## config.mk

```make
export PLATFORM = sky130hd
export DESIGN_NAME = inst_fetch_flat
export DESIGN_NICKNAME = d
export VERILOG_FILES = /design/src/rtl/inst_fetch_pkg.sv /design/src/rtl/inst_fetch_if.sv /design/src/rtl/inst_fetch.sv /design/src/flat_wrapper.sv
export SDC_FILE = /design/constraint.sdc
export NUM_CORES = 1
export LEC_CHECK = 0
export CORE_UTILIZATION = 35
export DETAILED_ROUTE_END_ITERATION = 12
export HOLD_SLACK_MARGIN = 0.05
export PLACE_DENSITY_LB_ADDON = 0.15
export SLEW_MARGIN = 5
export SYNTH_ARGS = -nofsm -noshare
export SYNTH_HDL_FRONTEND = slang
export SYNTH_SLANG_ARGS = --single-unit
```

## constraint.sdc

```tcl
create_clock -name clk -period 2.9 [get_ports clk]
set_input_delay 0.29 -clock clk [delete_from_list [all_inputs] [get_ports clk]]
set_output_delay 0.29 -clock clk [all_outputs]
set_load 0.05 [all_outputs]
```

## src/rtl/inst_fetch_pkg.sv

```systemverilog
// Shared types and helpers for the instruction-fetch stage: bus widths,
// fetch FSM encoding and decoding helpers for the byte-issue states.
package inst_fetch_pkg;

  localparam int unsigned ADDR_W = 32;
  localparam int unsigned INST_W = 32;
  localparam int unsigned BYTE_W = 8;

  typedef enum logic [2:0] {
    IF_ISSUE0 = 3'd0,
    IF_ISSUE1 = 3'd1,
    IF_ISSUE2 = 3'd2,
    IF_ISSUE3 = 3'd3,
    IF_DRAIN  = 3'd4,
    IF_VALID  = 3'd5
  } if_state_e;

  function automatic logic is_issue(input if_state_e s);
    return (s == IF_ISSUE0) || (s == IF_ISSUE1) ||
           (s == IF_ISSUE2) || (s == IF_ISSUE3);
  endfunction

  // ISSUEk is encoded as k, so the byte lane is simply the low two bits.
  function automatic logic [1:0] issue_lane(input if_state_e s);
    logic [2:0] v;
    v = s;
    return v[1:0];
  endfunction

endpackage

```

## src/rtl/inst_fetch_if.sv

```systemverilog
// Byte-wide memory read port shared between the fetch stage and the
// memory arbiter.
interface inst_fetch_if;
  import inst_fetch_pkg::*;

  // A request is accepted in any cycle where mem_rd_o & mem_grant_i are both
  // high; the addressed byte is presented on mem_din_i during the next cycle.
  logic [ADDR_W-1:0] mem_a_o;
  logic              mem_rd_o;
  logic [BYTE_W-1:0] mem_din_i;
  logic              mem_grant_i;

  modport master (
    output mem_a_o,
    output mem_rd_o,
    input  mem_din_i,
    input  mem_grant_i
  );

  modport slave (
    input  mem_a_o,
    input  mem_rd_o,
    output mem_din_i,
    output mem_grant_i
  );

endinterface

```

## src/rtl/inst_fetch.sv

```systemverilog
// Instruction-fetch stage: assembles each 32-bit little-endian instruction
// from four byte reads and holds it for the IF/ID register until consumed.
module inst_fetch
  import inst_fetch_pkg::*;
#(
    parameter logic [ADDR_W-1:0] RESET_PC = 32'h0000_0000
) (
    input  logic              clk,
    input  logic              rst,
    input  logic              stall_i,
    input  logic              branch_flag_i,
    input  logic [ADDR_W-1:0] branch_target_i,
    inst_fetch_if.master      mem,
    output logic [ADDR_W-1:0] if_pc_o,
    output logic [INST_W-1:0] if_inst_o,
    output logic              if_valid_o,
    output if_state_e         dbg_state_o
);

    if_state_e         state_q, state_d;
    logic [ADDR_W-1:0] pc_q, pc_d;
    logic [INST_W-1:0] inst_q, inst_d;
    logic              pend_q, pend_d;
    logic [1:0]        lane_q, lane_d;
    logic              issuing;
    logic              accept;

    assign issuing      = is_issue(state_q);
    assign mem.mem_rd_o = issuing & ~rst;
    assign mem.mem_a_o  = issuing ? pc_q + {{(ADDR_W-2){1'b0}}, issue_lane(state_q)}
                                  : pc_q;
    // A redirect in the same cycle abandons the request, so it never counts.
    assign accept       = mem.mem_rd_o & mem.mem_grant_i & ~branch_flag_i;

    always_comb begin
        inst_d = inst_q;
        if (pend_q && !branch_flag_i) begin
            inst_d[{lane_q, 3'b000} +: BYTE_W] = mem.mem_din_i;
        end
    end

    always_comb begin
        state_d = state_q;
        pc_d    = pc_q;
        pend_d  = 1'b0;
        lane_d  = lane_q;
        if (branch_flag_i) begin
            state_d = IF_ISSUE0;
            pc_d    = branch_target_i & ~32'h0000_0003;
        end else begin
            if (accept) begin
                pend_d = 1'b1;
                lane_d = issue_lane(state_q);
            end
            case (state_q)
                IF_ISSUE0: if (accept) state_d = IF_ISSUE1;
                IF_ISSUE1: if (accept) state_d = IF_ISSUE2;
                IF_ISSUE2: if (accept) state_d = IF_ISSUE3;
                IF_ISSUE3: if (accept) state_d = IF_DRAIN;
                IF_DRAIN:  state_d = IF_VALID;
                IF_VALID: begin
                    if (!stall_i) begin
                        pc_d    = pc_q + 32'd4;
                        state_d = IF_ISSUE0;
                    end
                end
                default:   state_d = IF_ISSUE0;
            endcase
        end
    end

    always_ff @(posedge clk or posedge rst) begin
        if (rst) begin
            state_q <= IF_ISSUE0;
            pc_q    <= RESET_PC;
            inst_q  <= '0;
            pend_q  <= 1'b0;
            lane_q  <= 2'd0;
        end else begin
            state_q <= state_d;
            pc_q    <= pc_d;
            inst_q  <= inst_d;
            pend_q  <= pend_d;
            lane_q  <= lane_d;
        end
    end

    assign if_pc_o     = pc_q;
    assign if_inst_o   = inst_q;
    assign if_valid_o  = (state_q == IF_VALID);
    assign dbg_state_o = state_q;

endmodule

```

## src/flat_wrapper.sv

```systemverilog
// flat-port wrapper written by rule: the top's interface ports become plain ports
module inst_fetch_flat import inst_fetch_pkg::*;
#(
    parameter logic [ADDR_W-1:0] RESET_PC = 32'h0000_0000
)
  (clk, rst, stall_i, branch_flag_i, branch_target_i, if_pc_o, if_inst_o, if_valid_o, dbg_state_o, mem_mem_a_o, mem_mem_rd_o, mem_mem_din_i, mem_mem_grant_i);
  inst_fetch_if mem_i ();
  input  logic clk;
  input  logic rst;
  input  logic stall_i;
  input  logic branch_flag_i;
  input  logic [ADDR_W-1:0] branch_target_i;
  output logic [ADDR_W-1:0] if_pc_o;
  output logic [INST_W-1:0] if_inst_o;
  output logic if_valid_o;
  output if_state_e dbg_state_o;
  output wire logic [$bits(mem_i.mem_a_o)-1:0] mem_mem_a_o;
  output wire logic [$bits(mem_i.mem_rd_o)-1:0] mem_mem_rd_o;
  input wire logic [$bits(mem_i.mem_din_i)-1:0] mem_mem_din_i;
  input wire logic [$bits(mem_i.mem_grant_i)-1:0] mem_mem_grant_i;
  assign mem_mem_a_o = mem_i.mem_a_o;
  assign mem_mem_rd_o = mem_i.mem_rd_o;
  assign mem_i.mem_din_i = mem_mem_din_i;
  assign mem_i.mem_grant_i = mem_mem_grant_i;
  inst_fetch #(.RESET_PC(RESET_PC)) u_core (.clk(clk), .rst(rst), .stall_i(stall_i), .branch_flag_i(branch_flag_i), .branch_target_i(branch_target_i), .mem(mem_i), .if_pc_o(if_pc_o), .if_inst_o(if_inst_o), .if_valid_o(if_valid_o), .dbg_state_o(dbg_state_o));
endmodule
```

==> results.py <==
metrics = {
    "run_status": {
        "outcome": "complete, no violations",
    },
    "timing": {
        "skew_ps": 7.94,
        "fin_hold_ws_ps": 356,
        "worst_slew_pin_slew_ps": 523,
        "drv_slew": 0,
        "fmax_ghz": 0.438,
        "rsz0062_at_grt": "false",
        "hold_viol": 0,
        "tns_ps": 0,
        "fin_crit_ps": 2280,
        "max_slew_margin_pct": 65.0,
        "period_share_pct": 78.7,
        "final-setup-viol-count": 0,
    },
    "synthesis": {
        "yosys.area_share.simple_pct": 22.2,
        "syn_inst": 364,
        "ys_top_cells_by_area": "dfrtp_1 48%, a22o_1 8.0%, clkbuf_1 4.6%, or4_1 3.6%, nand2_1 3.5%",
        "synth-main-ff-cell": "dfrtp_1",
        "syn_area_um2": 3520,
        "synth_compound_area_share_pct": 17.5,
        "synthMuxAreaShare_pct": 0.285,
        "ys_ff_latch": 68,
        "synth-edff-count": 0,
        "ys_types": 47,
        "synth_top_family_by_area": "simple AND/OR/NAND/NOR gates",
        "synthArstFlopShare_pct": 100,
        "avgSynthCellArea_um2": 9.66,
        "yosysSeqAreaShare_pct": 48.4,
        "synth_adder_area_share_pct": 2.13,
        "synth_top_cell_by_area": "dfrtp_1",
        "synth_top_area_share_pct": 48.4,
        "synth_xor_area_share_pct": 2.49,
        "yosysWarnings": 0,
    },
    "floorplan": {
        "initial_core_util_pct": 36.0,
        "io_pins": 146,
        "die_area_um2": 10500,
        "chipWidth_um": 102,
        "core_area_um2": 9770,
        "die_h_um": 102,
        "rows": 36,
    },
    "drt": {
        "wl_per_cell_um": 15.6,
        "drtAntennaViolNets": 0,
        "vias": 3235,
        "drt_iter0_drc": 86,
        "drc": 0,
        "wirelength_um": 9590,
        "viasPerCell": 5.27,
        "drtPass1Iterations": 4,
    },
    "cts": {
        "clkSlewWorstSetupHoldPaths_ps": 90,
        "cts_max_path_buffers": 2,
        "cts_sinks": 68,
        "cts_buffers": 9,
        "post_cts_resized": 0,
        "h-tree-depth": 3,
        "cts_tree": "built",
        "cts-hold-fix-buffers": 0,
        "cts_setup_buffers": 0,
        "root_buffer": "clkbuf_8",
        "worstSkewPairLatency_ps": 330,
    },
    "layout": {
        "utilization_pct": 52.8,
        "design_area_um2": 5160,
        "layout-drive-gt1-share_pct": 6.65,
        "final_nets": 527,
        "register_area_um2": 1700,
        "fill_cells": 914,
        "diodes": 0,
        "multi_input_area_um2": 1580,
        "synthToLayoutAreaGrowth_pct": 46.7,
    },
    "critical_path": {
        "path_max_fanout": 13,
        "r2r_slack_ps": 620,
        "end_kind": "register",
        "crit_arrival_ps": 2530,
        "crit_type": "reg -> reg",
        "required_ps": 3150,
        "crit_path_start_kind": "register",
    },
    "grt": {
        "antenna_found_initial": 0,
        "grt_pass1_wl_um": 15100,
        "grt_use_total_pct": 18.7,
        "grt_overflow": 0,
        "grt_start_max_net_pins": 39,
        "grt_pass1_vias": 3022,
    },
    "pwr": {
        "cellLeakagePower_uw": 0.00205,
        "p_per_area_nw_per_um2": 564,
        "peakVddDrop_mv": 0.288,
    },
    "placement": {
        "port_buffers": 141,
        "dpl-instance-area_um2": 4950,
        "gp_congestion": 0.781,
        "dp_hpwl_um": 6930,
    },
    "job": {
        "max_cap_violations": 0,
    },
    "hold_path": {
        "min_path_type": "in -> async",
    },
}
[worst paths after layout]
path / start / end / depth (start not counted)
hold / removal: rst / u_core.if_pc_o[22] / 2
min in group clk: u_core.if_inst_o[10] / u_core.if_inst_o[10] / 1
setup reg to reg: u_core.dbg_state_o[2] / u_core.if_pc_o[25] / 4
max in group asynchronous: rst / u_core.if_inst_o[23] / 3
setup / recovery: u_core.dbg_state_o[2] / u_core.if_pc_o[25] / 4
hold reg to reg: u_core.if_inst_o[10] / u_core.if_inst_o[10] / 1
[area by class of cell]
| class | instances | area share (%) |
|---|---|---|
| inverter | 8 | 0.582 |
| tap | 133 | 3.22 |
| timing repair buffer | 150 | 28.7 |
| clock buffer | 9 | 2.40 |
| clock inverter | 7 | 1.65 |
| sequential | 68 | 33.0 |
| multi-input combinational | 239 | 30.5 |
[flip-flops by register name, summed over array words and instances (netlist names)]
name and flops:
u_core.if_inst_o 32, u_core.if_pc_o 30, u_core.dbg_state_o 3, u_core.lane_q 2, u_core.pend_q 1
[routing by layer]
metal  routed length [um]  share of wire, %  vias to the layer above  track usage (%)
li1                     -                 -                     1552                -
met1                 4420                46                     1586             25.2
met2                 4670                49                       95             30.4
met3                  468               4.9                        2             3.76
met4                   29              0.30                        0             5.60
met5                    0                 0                        -                0
[cells in the mapped netlist (2+ instances only)]
cell / instances
a21oi_1: 2
a22o_1: 32
a31oi_1: 15
and2_1: 4
and3_1: 2
and4_1: 3
buf_2: 3
buf_4: 2
buf_6: 2
clkbuf_1: 43
dfrtp_1: 68
ha_1: 6
inv_1: 7
nand2_1: 33
nand3_1: 18
nand4_1: 10
nor2_1: 18
nor2b_1: 6
nor3_1: 4
nor4_1: 5
o211ai_1: 3
o21ai_0: 16
o31ai_1: 11
or3_1: 4
or4_1: 17
xnor2_1: 4
xor2_1: 6
[through the flow]
stage | setup WS (ps) | instances | power, uW
2_1_floorplan | 476 | 365 | 1770
3_3_place_gp | 412 | 598 | 2110
3_5_place_dp | 363 | 598 | 2120
4_1_cts | 618 | 614 | 2940
5_1_grt | 482 | 614 | 3040
6_report | 618 | 614 | 2910
[placed cells by master, fill, tap and decap left out, types with 5 or more instances in the layout]
cell type        count
nand3_1             18
ha_1                 6
nor2_1              18
a22o_1              32
nand2_1             33
inv_1                6
nand4_1             10
or4_1               17
xor2_1               6
dfrtp_1             68
o31ai_1             11
clkdlybuf4s50_1    141
nor2b_1              6
a31oi_1             15
clkbuf_8             9
nor4_1               5
buf_4                9
o21ai_0             16
[logic make-up (layout without fill, tap and decap cells)]
logic type / count (synthesis) / after routing
mux: 1 / 1
other cells: 1 / 2
buf+inv: 58 / 174
xor+xnor: 10 / 10
simple gates: 136 / 136
compound gates: 84 / 84
flops: 68 / 68
fa+ha+maj: 6 / 6
[where the power goes]
part | total, uW | switching (uW) | leakage [uW] | internal [uW]
logic | 962 | 621 | 0.00107 | 341
clock network | 814 | 402 | 0.000106 | 412
registers | 1140 | 103 | 0.000870 | 1030
[worst max-delay path, stage by stage, from the launching register on]
cell and delay (ps):
dfrtp_1 590, nand4bb_4 200, or4_1 720, or4_1 520, a31oi_1 180
Note: power is estimated with default switching activity, not from simulation.
